### src/rtl/apb_fabric.sv
// APB decoder/mux: base/mask window decode, slot held for the whole transfer,
// error response for unmapped and timed-out accesses, sticky first-fault capture.
module apb_fabric #(
  parameter int unsigned ADDR_WIDTH = 32,
  parameter int unsigned DATA_WIDTH = 32,
  parameter int unsigned NUM_SLV    = 5,
  parameter logic [NUM_SLV*ADDR_WIDTH-1:0] SLV_BASE =
    {32'h2000_0000, 32'h0000_0000, 32'h1100_0000, 32'h1000_0000, 32'h8000_0000},
  parameter logic [NUM_SLV*ADDR_WIDTH-1:0] SLV_MASK =
    {32'hFFFF_FFF8, 32'hFFFF_0000, 32'hFF00_0000, 32'hFFFF_F000, 32'h8000_0000},
  parameter int unsigned TIMEOUT    = 256
) (
  input  logic                          pclk,
  input  logic                          presetn,
  input  logic [ADDR_WIDTH-1:0]         paddr,
  input  logic [DATA_WIDTH-1:0]         pdata,
  input  logic                          pwrite,
  input  logic [3:0]                    pstb,
  input  logic                          psel,
  input  logic                          penable,
  output logic [DATA_WIDTH-1:0]         prdata,
  output logic                          pready,
  output logic                          perr,
  output logic [NUM_SLV-1:0]            s_sel,
  output logic [NUM_SLV-1:0]            s_enable,
  input  logic [NUM_SLV*DATA_WIDTH-1:0] s_rdata,
  input  logic [NUM_SLV-1:0]            s_ready,
  input  logic [NUM_SLV-1:0]            s_err,
  output logic [ADDR_WIDTH-1:0]         fault_addr,
  output logic                          fault_irq,
  input  logic                          fault_clr
);

  localparam int unsigned SLOT_W = (NUM_SLV > 1) ? $clog2(NUM_SLV) : 1;
  localparam int unsigned CNT_W  = (TIMEOUT > 0) ? $clog2(TIMEOUT + 1) : 1;

  typedef enum logic [1:0] {S_IDLE, S_ACCESS, S_ERR} state_t;

  state_t              state, state_nxt;
  logic [SLOT_W-1:0]   slot_q, slot_nxt, dec_slot, cur_slot;
  logic [CNT_W-1:0]    cnt, cnt_nxt;
  logic                dec_hit, fault_ev, rdy, err, timeout;
  logic [DATA_WIDTH-1:0] rd;

  // Write data, direction and strobes go straight from the master to the slaves.
  logic unused_fanout;
  assign unused_fanout = ^{pdata, pwrite, pstb};

  // Window decode; scanning downwards lets the lowest matching index win.
  always_comb begin
    dec_hit  = 1'b0;
    dec_slot = '0;
    for (int i = int'(NUM_SLV) - 1; i >= 0; i--) begin
      if ((paddr & SLV_MASK[i*ADDR_WIDTH +: ADDR_WIDTH]) == SLV_BASE[i*ADDR_WIDTH +: ADDR_WIDTH]) begin
        dec_hit  = 1'b1;
        dec_slot = SLOT_W'(i);
      end
    end
  end

  // Next state and master/slave side steering.
  always_comb begin
    state_nxt = state;
    slot_nxt  = slot_q;
    cnt_nxt   = cnt;
    prdata    = '0;
    pready    = 1'b0;
    perr      = 1'b0;
    s_sel     = '0;
    s_enable  = '0;
    fault_ev  = 1'b0;
    cur_slot  = (state == S_IDLE) ? dec_slot : slot_q;
    rd        = '0;
    for (int i = 0; i < int'(NUM_SLV); i++) begin
      if (cur_slot == SLOT_W'(i)) rd = s_rdata[i*DATA_WIDTH +: DATA_WIDTH];
    end
    rdy     = s_ready[cur_slot];
    err     = s_err[cur_slot];
    timeout = (TIMEOUT != 0) && (cnt == CNT_W'(TIMEOUT));

    unique case (state)
      S_IDLE: begin
        if (psel) begin
          slot_nxt = dec_slot;
          cnt_nxt  = '0;
          if (!dec_hit) begin
            // Enable without a seen setup phase gets its error right away.
            if (penable) begin
              pready   = 1'b1;
              perr     = 1'b1;
              fault_ev = 1'b1;
            end else begin
              state_nxt = S_ERR;
            end
          end else begin
            s_sel[dec_slot] = 1'b1;
            if (penable) begin
              s_enable[dec_slot] = 1'b1;
              pready             = rdy;
              perr               = err & rdy;
              prdata             = rdy ? rd : '0;
              if (!rdy) begin
                state_nxt = S_ACCESS;
                if (TIMEOUT != 0) cnt_nxt = CNT_W'(1);
              end
            end else begin
              state_nxt = S_ACCESS;
            end
          end
        end
      end
      S_ACCESS: begin
        if (!psel) begin
          state_nxt = S_IDLE;
          cnt_nxt   = '0;
        end else if (timeout) begin
          pready    = 1'b1;
          perr      = 1'b1;
          fault_ev  = 1'b1;
          state_nxt = S_IDLE;
          cnt_nxt   = '0;
        end else begin
          s_sel[slot_q]    = 1'b1;
          s_enable[slot_q] = penable;
          pready           = rdy;
          perr             = err & rdy;
          prdata           = rdy ? rd : '0;
          if (penable && rdy) begin
            state_nxt = S_IDLE;
            cnt_nxt   = '0;
          end else if (penable && (TIMEOUT != 0)) begin
            cnt_nxt = cnt + CNT_W'(1);
          end
        end
      end
      S_ERR: begin
        if (!psel) begin
          state_nxt = S_IDLE;
        end else if (penable) begin
          pready    = 1'b1;
          perr      = 1'b1;
          fault_ev  = 1'b1;
          state_nxt = S_IDLE;
        end
      end
      default: state_nxt = S_IDLE;
    endcase

    // Reset silences every combinational output immediately.
    if (!presetn) begin
      prdata   = '0;
      pready   = 1'b0;
      perr     = 1'b0;
      s_sel    = '0;
      s_enable = '0;
      fault_ev = 1'b0;
    end
  end

  always_ff @(posedge pclk or negedge presetn) begin
    if (!presetn) begin
      state      <= S_IDLE;
      slot_q     <= '0;
      cnt        <= '0;
      fault_addr <= '0;
      fault_irq  <= 1'b0;
    end else begin
      state  <= state_nxt;
      slot_q <= slot_nxt;
      cnt    <= cnt_nxt;
      // A fault coinciding with a clear re-arms and captures in one step.
      if (fault_ev) begin
        if (!fault_irq || fault_clr) fault_addr <= paddr;
        fault_irq <= 1'b1;
      end else if (fault_clr) begin
        fault_irq <= 1'b0;
      end
    end
  end

endmodule
### config.mk
export PLATFORM = sky130hd
export DESIGN_NAME = apb_fabric
export DESIGN_NICKNAME = d
export VERILOG_FILES = /design/src/rtl/apb_fabric.sv
export SDC_FILE = /design/constraint.sdc
export NUM_CORES = 1
export LEC_CHECK = 0
export ABC_AREA = 1
export CAP_MARGIN = 25
export CORE_MARGIN = 10
export CORE_UTILIZATION = 38
export DETAILED_ROUTE_END_ITERATION = 8
export PLACE_DENSITY_LB_ADDON = 0.25
export SYNTH_ARGS = -nofsm -noshare
export SYNTH_HDL_FRONTEND = slang
export SYNTH_SLANG_ARGS = --single-unit
### constraint.sdc
create_clock -name pclk -period 4 [get_ports pclk]
set_input_delay 0.6 -clock pclk [delete_from_list [all_inputs] [get_ports pclk]]
set_output_delay 0.6 -clock pclk [all_outputs]
set_load 0.02 [all_outputs]
-- Word level (Yosys, flattened, before mapping)
Cells that the tools add are included.
- flip-flop bits (word level): 47
- input bits: 244
- word-level logic and storage cells: 132
- add/sub/neg operators: 1
- magnitude comparators: 5
- equality and inequality tests: 16
- muxes and demuxes: 89
- bitwise gates (word level): 2
- reductions and logical operators: 14
- operators by type and width (operator ; count):
    $mux W32 ; 12
    $pmux W32 S2 ; 1
    $mux W5 ; 11
    $mux W9 ; 5
    $mux W1 ; 33
    $logic_not A32 Y1 ; 1
    $eq A29 B27 Y1 const B ; 1
    $eq A20 B17 Y1 const B ; 1
    $mux W2 ; 10
    $pmux W5 S2 ; 2
    $mux W3 ; 6
    $pmux W9 S2 ; 1
    $lt A3 B4 Y1 const B ; 3
    $add A9 B1 Y9 const B ; 1
    $eq A9 B9 Y1 const B ; 1
    $ne A3 B3 Y1 const B ; 3
    $pmux W1 S3 ; 3
    $eq A8 B5 Y1 const B ; 1
    $bmux W1 S3 ; 2
    $demux W1 S3 ; 2
    $eq A3 B2 Y1 const B ; 2
    $ge A3 B1 Y1 const B ; 2
    $pmux W2 S3 ; 1
    $and A5 B5 Y5 ; 1
    other kinds (17) ; 21

-- Logic depth before layout (Yosys ltp)
Gate-level depths: netlist of the first run.
- depth in word-level cells: 19
- depth in mapped cells: 17

-- Worst setup path after synthesis of the first run
OpenSTA, ideal clock, no wires.
- kind: input-to-output
- from: in paddr[8]
- to: out prdata[0]
- data arrival time: 2.284 ns
- required time: 3.400 ns
- path slack: 1.116 ns
- cell stages on the path: 13
- buffers on the path: 2
- path through: nor2_1 -> nand4_1 -> nor3_1 -> nand2_1 -> a21oi_4 -> inv_2 -> buf_4 -> nand2_2 -> nand2_1 -> inv_2 -> nand3_2 -> buf_6 -> nor3_2
- word-level cells in the longest chain between the ends: 19
- RTL lines (element ; line ; source):
    start, declared ; 15 ; input logic [ADDR_WIDTH-1:0] paddr,
    $eq A29 B27 Y1 (*) ; 54 ; if ((paddr & SLV_MASK[i*ADDR_WIDTH +: ADDR_WIDTH]) == SLV_BASE[i*ADDR_WIDTH +: ADDR_WIDTH]) begin
    $mux W3 (5 in a row) ; 54 ;
    $mux W3 ; 72 ; cur_slot = (state == S_IDLE) ? dec_slot : slot_q;
    $logic_not A3 Y1 ; 75 ; if (cur_slot == SLOT_W'(i)) rd = s_rdata[i*DATA_WIDTH +: DATA_WIDTH];
    $mux W32 (5 in a row) ; 75 ;
    $mux W32 ; 101, 127 ;
    $mux W32 ; 97 ; if (penable) begin
    $mux W32 ; 86 ; if (!dec_hit) begin
    $mux W32 ; 83 ; if (psel) begin
    $pmux W32 S2 (*) ; 81 ; unique case (state)
    $mux W32 (*) ; 150 ; if (!presetn) begin
    end, declared ; 21 ; output logic [DATA_WIDTH-1:0] prdata,
Mark *: on every way between the ends. The rest lies on a longest branch, timed or not. The select of a mux whose other input is x is not followed.

-- Final worst setup path of the first run
- from: in paddr[21]
- to: out s_enable[3]
- word-level cells in the longest chain between the ends: 15
- RTL lines (element ; line ; source):
    $eq A29 B27 Y1 ; 54 ;
    $mux W3 (5 in a row) ; 54 ;
    $lt A3 B4 Y1 (implied by the code) or $ge A3 B1 Y1 (tied branches) ; 98 ; s_enable[dec_slot] = 1'b1;
    $logic_and A1 B1 Y1 (implied by the code) ; 98 ;
    $mux W1 (implied by the code) ; 98 ;
    $demux W1 S3 ; 98 ;
    $mux W5 ; 97 ;
    $mux W5 (*) ; 86 ;
    $mux W5 (*) ; 83 ;
    $pmux W5 S2 (*) ; 81 ;
    $mux W5 (*) ; 150 ;
    end, declared ; 25 ; output logic [NUM_SLV-1:0] s_enable,
Mark *: on every way between the ends. The rest lies on a longest branch, timed or not.

==> metrics.yaml, run 1 <==
grt:
  grt_pass1_wl_um: 29970
  grt_max_degree: 65
  antenna_found_initial: 2
  grtUsageTotal_pct: 22.90
  grt_overflow: 0
  grt_pass1_vias: 5249
synthesis:
  synthMuxAreaShare_pct: 0
  yosysWarnings: 0
  synth_nets: 944
  synth_compound_area_share_pct: 10.53
  synth_adder_area_share_pct: 0.5690
  syn_area_mm2: 0.004398
  seq_area_frac_synth_pct: 26.74
  syn_avg_cell_area_um2: 6.301
  ys_ff_latch: 47
  synth_top_family_by_area: "simple AND/OR/NAND/NOR gates"
  synthXorXnorAreaFrac_pct: 1.394
  synth.distinct_cells: 39
  yosys.area_share.simple_pct: 50.67
  postSynthCellCount: 698
worst_setup_path:
  cp.arrival_ns: 3.15
  r2r_start: "cnt[0]$_DFFE_PN0P_"
  crit_path_end_kind: "output pin"
  r2r_cells: 13
  cp.required_ns: 3.40
  crit_start: "paddr[21]"
  crit_fanout: 4
  rr_endpoint: "cnt[7]$_DFFE_PN0P_"
  start_kind: "primary input"
  r2r_setup_slack_ns: 1.70
  critPathCapture: "s_enable[3]"
  critPathKind: "in2out"
final_layout:
  layout-drive-gt1-share_pct: 11.43
  mostFrequentLayoutCells: "clkdlybuf4s50_1, nand2_1, nand3_1, nor2_1, inv_1"
  nets: 1226
  final_common_cell: "clkdlybuf4s50_1"
  syn_to_final_growth_pct: 76.53
  fin_cells: 1125
clocking:
  cts.hold.buffers_added: 0
  path_clk_slew_ns: 0.07
  htree_levels: 2
  cts_tree: "yes"
  clk_latency_ns: 0.29
  cts_setup_buffers: 0
  clkSinkCount: 47
  clockBufferDepth: 2
  cts_buffers: 5
  cts_root_buf: "clkbuf_16"
routing:
  drt-initial-drc-count: 311
  drt-wirelength-per-cell_um: 17.92
  drc: 0
  drt-total-wl_um: 20160
  antenna_left: 0
  first_pass_iters: 5
  via_per_inst: 4.979
  dr_total_vias: 5601
die:
  die-height_um: 127.6
  io-pin-count: 321
  fp.dieArea_mm2: 0.01628
  core_mm2: 0.01137
  fp.dieW_um: 127.6
  start_util_pct: 38.68
  rows: 39
sta:
  period_needed_ns: 3.755
  worstMarginPinSlew_ns: 0.6202
  max_freq_mhz: 266.3
  relSlewSlack_pct: 58.65
  rsz0062_at_grt: "no"
  timing.final.crit_share_pct: 93.87
  final_hold_viol_count: 0
  drv_slew: 0
  finalSetupViolCount: 0
  finClkSkew_ns: 0.007419
  fin_setup_tns_ns: 0
run:
  cap_viol_max_count: 0
power_and_ir_drop:
  power_density_mw_per_mm2: 608.5
  leakage_nw: 4.013
  ir_drop_v: 0.0003331
status:
  outcome: "finished, final reports clean"
placement:
  dp.final_hpwl_um: 16520
  io_buffers: 283
  gp_congestion: 0.9187
  place_inst: 1116
worst_hold_path:
  hold_path.class: "in2async"
==> critical path, cell delays in order <==
cell	delay, ns
clkdlybuf4s50_1	0.42
nor2_1	0.11
nand2_1	0.10
nor2_4	0.17
nand2_1	0.08
inv_2	0.07
nand2_1	0.06
nor3b_2	0.17
nand2_2	0.07
nand2_2	0.07
nor2_4	0.10
buf_4	0.12
nand3_1	0.06
a21oi_1	0.19
and2_1	0.15
clkdlybuf4s50_1	0.60
==> how the worst min path moves through the flow <==
stage                                    start                         end  slack (ns)  depth (start not counted)
floorplan                              presetn          cnt[0]$_DFFE_PN0P_        0.30                          0
global placement    fault_addr[11]$_DFFE_PN0P_  fault_addr[11]$_DFFE_PN0P_        0.47                          2
detailed placement  fault_addr[30]$_DFFE_PN0P_  fault_addr[30]$_DFFE_PN0P_        0.48                          2
CTS                                    presetn   fault_addr[7]$_DFFE_PN0P_        0.46                          2
global route                           presetn  fault_addr[29]$_DFFE_PN0P_        0.49                          2
finish                                 presetn  fault_addr[31]$_DFFE_PN0P_        0.43                          2
==> routing by layer <==
layer  vias up  share of wire [%]  global-route usage (%)
met2       224                 50                   39.59
met3        27                9.1                   7.568
met4         0                2.2                   6.623
met5         -                  0                       0
li1       2823                  -                       -
met1      2527                 39                   26.33
==> power by group <==
group	total [mW]	switching, mW	internal (mW)
Sequential	0.730	0.0939	0.636
Clock	0.431	0.183	0.248
Combinational	3.56	2.04	1.52
Total	4.72	2.32	2.40
==> area by class of cell <==
class / count / area (µm²)
fillers: 1003 / 3606
repair buffers: 311 / 3231
multi-input cells: 549 / 2778
flip-flops and latches: 47 / 1176
inverters: 66 / 247.7
well taps: 143 / 178.9
clock buffers: 6 / 138.9
clock inverters: 1 / 8.758
diodes: 2 / 5.005
==> flip-flops by register name, summed over array words and instances (netlist names) <==
| name | cells |
|---|---|
| slot_q | 3 |
| fault_addr | 32 |
| state | 2 |
| fault_irq | 1 |
| cnt | 9 |
==> Yosys cell counts <==
| cell type | instances | area share, % |
|---|---|---|
| a21oi_1 | 35 | 4.0 |
| buf_1 | 3 | 0.26 |
| xnor2_1 | 1 | 0.20 |
| clkinv_1 | 2 | 0.17 |
| nor2_2 | 3 | 0.43 |
| or2_2 | 11 | 1.6 |
| buf_4 | 4 | 0.68 |
| dfrtp_1 | 47 | 27 |
| o21ai_0 | 9 | 1.0 |
| nand3_1 | 86 | 9.8 |
| o22ai_1 | 1 | 0.14 |
| a21oi_4 | 1 | 0.37 |
| nand4_1 | 12 | 1.7 |
| or2_0 | 17 | 2.4 |
| and2_1 | 2 | 0.28 |
| clkbuf_1 | 12 | 1.0 |
| nor2_4 | 5 | 1.3 |
| a31oi_1 | 2 | 0.28 |
| nand3b_1 | 1 | 0.17 |
| buf_6 | 4 | 1.0 |
| o21ai_1 | 31 | 3.5 |
| o21ai_2 | 1 | 0.20 |
| buf_2 | 13 | 1.5 |
| nor4_1 | 1 | 0.14 |
| nor3_2 | 29 | 6.6 |
| nand2_1 | 186 | 16 |
| a32o_1 | 1 | 0.23 |
| nand2_2 | 7 | 1.0 |
| nor2_1 | 80 | 6.8 |
| inv_1 | 53 | 4.5 |
| o21ai_4 | 1 | 0.37 |
| nand3_2 | 5 | 1.1 |
| nor3_1 | 9 | 1.0 |
| o2111ai_1 | 2 | 0.40 |
| and3_1 | 1 | 0.14 |
| xor2_1 | 6 | 1.2 |
| ha_1 | 2 | 0.57 |
| nor3b_2 | 1 | 0.28 |
| inv_2 | 11 | 0.94 |
==> cell families (layout without fill, tap and decap cells) <==
| group | after synthesis | count (layout) |
|---|---|---|
| and+or+nand+nor | 456 | 456 |
| buffers and inverters | 102 | 384 |
| adders and majority gates | 2 | 2 |
| other | 0 | 2 |
| AOI/OAI and AO/OA | 84 | 84 |
| DFF | 47 | 47 |
| xor gates and xnor gates | 7 | 7 |
==> what timing repair did <==
| item | 4_1_cts | 5_1_grt |
|---|---|---|
| endpoints found under the setup margin | 0 | 33 |
| gates resized for setup | 0 | 33 |
| endpoints found under the hold margin | 0 | 0 |
==> metrics by stage <==
step | util, % | instance area (µm²) | hold WS [ns] | power, mW | setup WS (ns)
3_3_place_gp | 66.22 | 7528 | 0.4694 | 4.274 | 0.04774
6_report | 68.28 | 7764 | 0.4320 | 4.724 | 0.2452
3_5_place_dp | 66.22 | 7528 | 0.4774 | 4.312 | 0.008124
5_1_grt | 68.26 | 7761 | 0.4904 | 5.123 | 0.007576
4_1_cts | 67.51 | 7676 | 0.4554 | 4.753 | 0.008097
2_1_floorplan | - | 4398 | 0.3044 | 2.932 | 1.116
Note: power is estimated with default switching activity, not from simulation.
==> inputs of run 2 (changes only) <==
Settings changed: CORE_AREA from default to 10 10 115 117, CORE_MARGIN 10 to default, CORE_UTILIZATION 38 to default, DIE_AREA from default to 0 0 125 127, DONT_BUFFER_PORTS from default to 1.
==> run 2 against run 1 <==
  * Non-clock buffer count decreased by 269
  * Setup slack improved by 0.13 ns
  * Core utilization decreased by 24 points
  * Global-route usage decreased by 3.5 points
  * First-iteration DRC count increased by 14%
  * Wire length decreased by 16%
  * Power decreased by 18%
  * Via count decreased by 15%
  * Combinational power decreased by 29%
==> metrics.yaml, run 2 (synthesis gave the netlist of run 1 again) <==
status:
  outcome: "finished, final reports clean"
clocking:
  path_clk_slew_ns: 0.07  # about the same
  cts_setup_buffers: 0  # unchanged
  clockBufferDepth: 2  # unchanged
  cts_tree: "yes"
  clkSinkCount: 47  # unchanged
  htree_levels: 2  # unchanged
  cts_root_buf: "clkbuf_16"
  cts_buffers: 5  # unchanged
  clk_latency_ns: 0.29  # about the same
die:
  die-height_um: 127  # -0.45%
  fp.dieW_um: 125  # -2.0%
  io-pin-count: 321  # unchanged
  core_mm2: 0.01113  # -2.1%
  fp.dieArea_mm2: 0.01588  # -2.5%
  start_util_pct: 39.53  # +0.85 points
  rows: 39  # unchanged
final_layout:
  syn_to_final_growth_pct: 11.10
  top_regs: "fault_addr: 32 flops, cnt: 9 flops, slot_q: 3 flops"
  nets: 957  # -22%
  regArea_mm2: 0.001176  # unchanged
  layout-drive-gt1-share_pct: 17.28  # +5.8 points
  multiInputGateArea_mm2: 0.002778  # unchanged
  mostFrequentLayoutCells: "nand2_1, nand3_1, nor2_1, inv_1, dfrtp_1"
  fillers: 1184  # +18%
  final_common_cell: "nand2_1"
  fin_util_pct: 43.92  # -24 points
  largest_reg_flops: 32  # unchanged
  regMostFlops: "fault_addr"
placement:
  dp.final_hpwl_um: 13850  # -16%
  pre_cts_ws_ns: 0.4395  # +0.4314 ns
  gp_congestion: 0.9599  # +4.5%
  io_buffers: 0  # -100%
sta:
  period_needed_ns: 3.626  # -0.1292 ns
  fin_ws_ns: 0.3744  # +0.1292 ns
  final_hold_viol_count: 0  # unchanged
  finClkSkew_ns: 0.009407  # +0.001988 ns
  worstMarginPinSlew_ns: 0.8096  # +0.1894 ns
  holdWs_ns: 0.1346  # -0.2974 ns
  relSlewSlack_pct: 45.90  # -13 points
  finalSetupViolCount: 0  # unchanged
  rsz0062_at_grt: "no"
  fin_setup_tns_ns: 0  # unchanged
  max_freq_mhz: 275.8  # +3.6%
  drv_slew: 0  # unchanged
  timing.final.crit_share_pct: 90.64  # -3.2 points
grt:
  antenna_found_initial: 3  # +1
  grtUsageTotal_pct: 19.36  # -3.5 points
  grt_max_degree: 65  # unchanged
  grt_pass1_wl_um: 25560  # -15%
  grt_overflow: 0  # unchanged
  grt_pass1_vias: 4474  # -15%
routing:
  drt-wirelength-per-cell_um: 19.64  # +9.6%
  drc: 0  # unchanged
  drt-initial-drc-count: 354  # +14%
  via_per_inst: 5.567  # +12%
  dr_total_vias: 4771  # -15%
  antenna_left: 0  # unchanged
  drt-total-wl_um: 16830  # -16%
  first_pass_iters: 5  # unchanged
worst_setup_path:
  cpMostUsedCell: "nand2_1"
  critPathSlowestCell: "buf_4"
  cp.arrival_ns: 3.03  # -0.12 ns
  crit_chain: "nor2_1 > nand4_1 > nor3_1 > nand2_1 > a21oi_4 > inv_2 > buf_4 > nand2_1 > inv_2 > nand2_1 > nand3_1 > a21oi_1 > nor3_2 > buf_4"
  start_kind: "primary input"
  crit_path_end_kind: "output pin"
  cp_slowest_stage_delay_ns: 0.26  # -0.34 ns
  crit_fanout: 35  # +31
  cp.required_ns: 3.40  # about the same
  critPathKind: "in2out"
power_and_ir_drop:
  p_int_mw: 1.696  # -29%
  ir_drop_v: 0.0005141  # +54%
  power_density_mw_per_mm2: 796.4  # +31%
  combPwrFrac_pct: 64.5  # -11 points
  seq_power_share_pct: 24.7  # +9.2 points
  leakage_nw: 2.379  # -41%
  p_sw_share_pct: 56.40  # +7.3 points
  power_frac_clock_pct: 10.7  # +1.6 points
  p_sw_mw: 2.195  # -5.4%
worst_hold_path:
  hold_path.class: "in2async"
run:
  cap_viol_max_count: 0  # unchanged
==> run 2: cell count changes in the layout (fill, tap and decap cells not counted), sizes merged <==
cell / change
clkdlybuf4s50: -248
dlymetal6s2s: -33
buf: +11
clkinvlp: +1
dlygate4sd3: +1
==> run 2: path summary, 6_finish.rpt <==
path                                 startpoint                    endpoint  slack (ns)  cells after the start
max                                    paddr[4]                   prdata[1]        0.37                     14
min in group pclk                      paddr[6]   fault_addr[6]$_DFFE_PN0P_        0.43                      2
min reg2reg                  cnt[0]$_DFFE_PN0P_          cnt[0]$_DFFE_PN0P_        0.52                      2
max in group asynchronous               presetn          cnt[1]$_DFFE_PN0P_        2.91                      1
min                                     presetn  fault_addr[16]$_DFFE_PN0P_        0.13                      1
max reg2reg                state[0]$_DFFE_PN0P_          cnt[8]$_DFFE_PN0P_        1.66                     14
==> run 2: area by class of cell <==
class,instances,share of cell area [%]
Inverter,66,5.070
Sequential cell,47,24.07
Tap cell,143,3.662
Timing Repair Buffer,42,7.273
Antenna cell,2,0.1024
Multi-Input combinational cell,549,56.85
Clock buffer,6,2.638
Clock inverter,2,0.3329
==> run 2: metrics by stage <==
step	cells	power, mW	area [µm²]
after floorplan	698	2.932	4398
after global placement	845	3.391	4706
after detailed placement	845	3.462	4706
after CTS	855	3.905	4881
after global routing	857	4.231	4886
final	857	3.891	4886
==> run 2: per-layer routing <==
layer | up-vias | GRT usage (%) | wire (µm)
met5 | - | 0 | 0
met4 | 0 | 4.201 | 301
met3 | 28 | 6.162 | 1799
met2 | 250 | 33.26 | 8315
met1 | 2202 | 23.21 | 6415
li1 | 2291 | - | -
==> run 2: power by group through the flow <==
stage          Clock [mW]  Sequential, mW  Combinational, mW
4_1_cts             0.425           0.970               2.51
5_1_grt             0.445           0.982               2.80
6_report            0.417           0.963               2.51
3_3_place_gp            0           0.972               2.42
2_1_floorplan           0           0.918               2.01
3_5_place_dp            0           0.974               2.49
==> run 2: worst max-delay path, delay by kind of cell <==
| family | cells | cell delay [ns] |
|---|---|---|
| buf+inv | 4 | 0.76 |
| compound gates | 2 | 0.50 |
| simple gates | 8 | 1.15 |
==> run 2: repair_timing <==
item,4_1_cts,5_1_grt
resized for setup,0,0
endpoints found under the hold margin,36,0
hold buffers,2,0
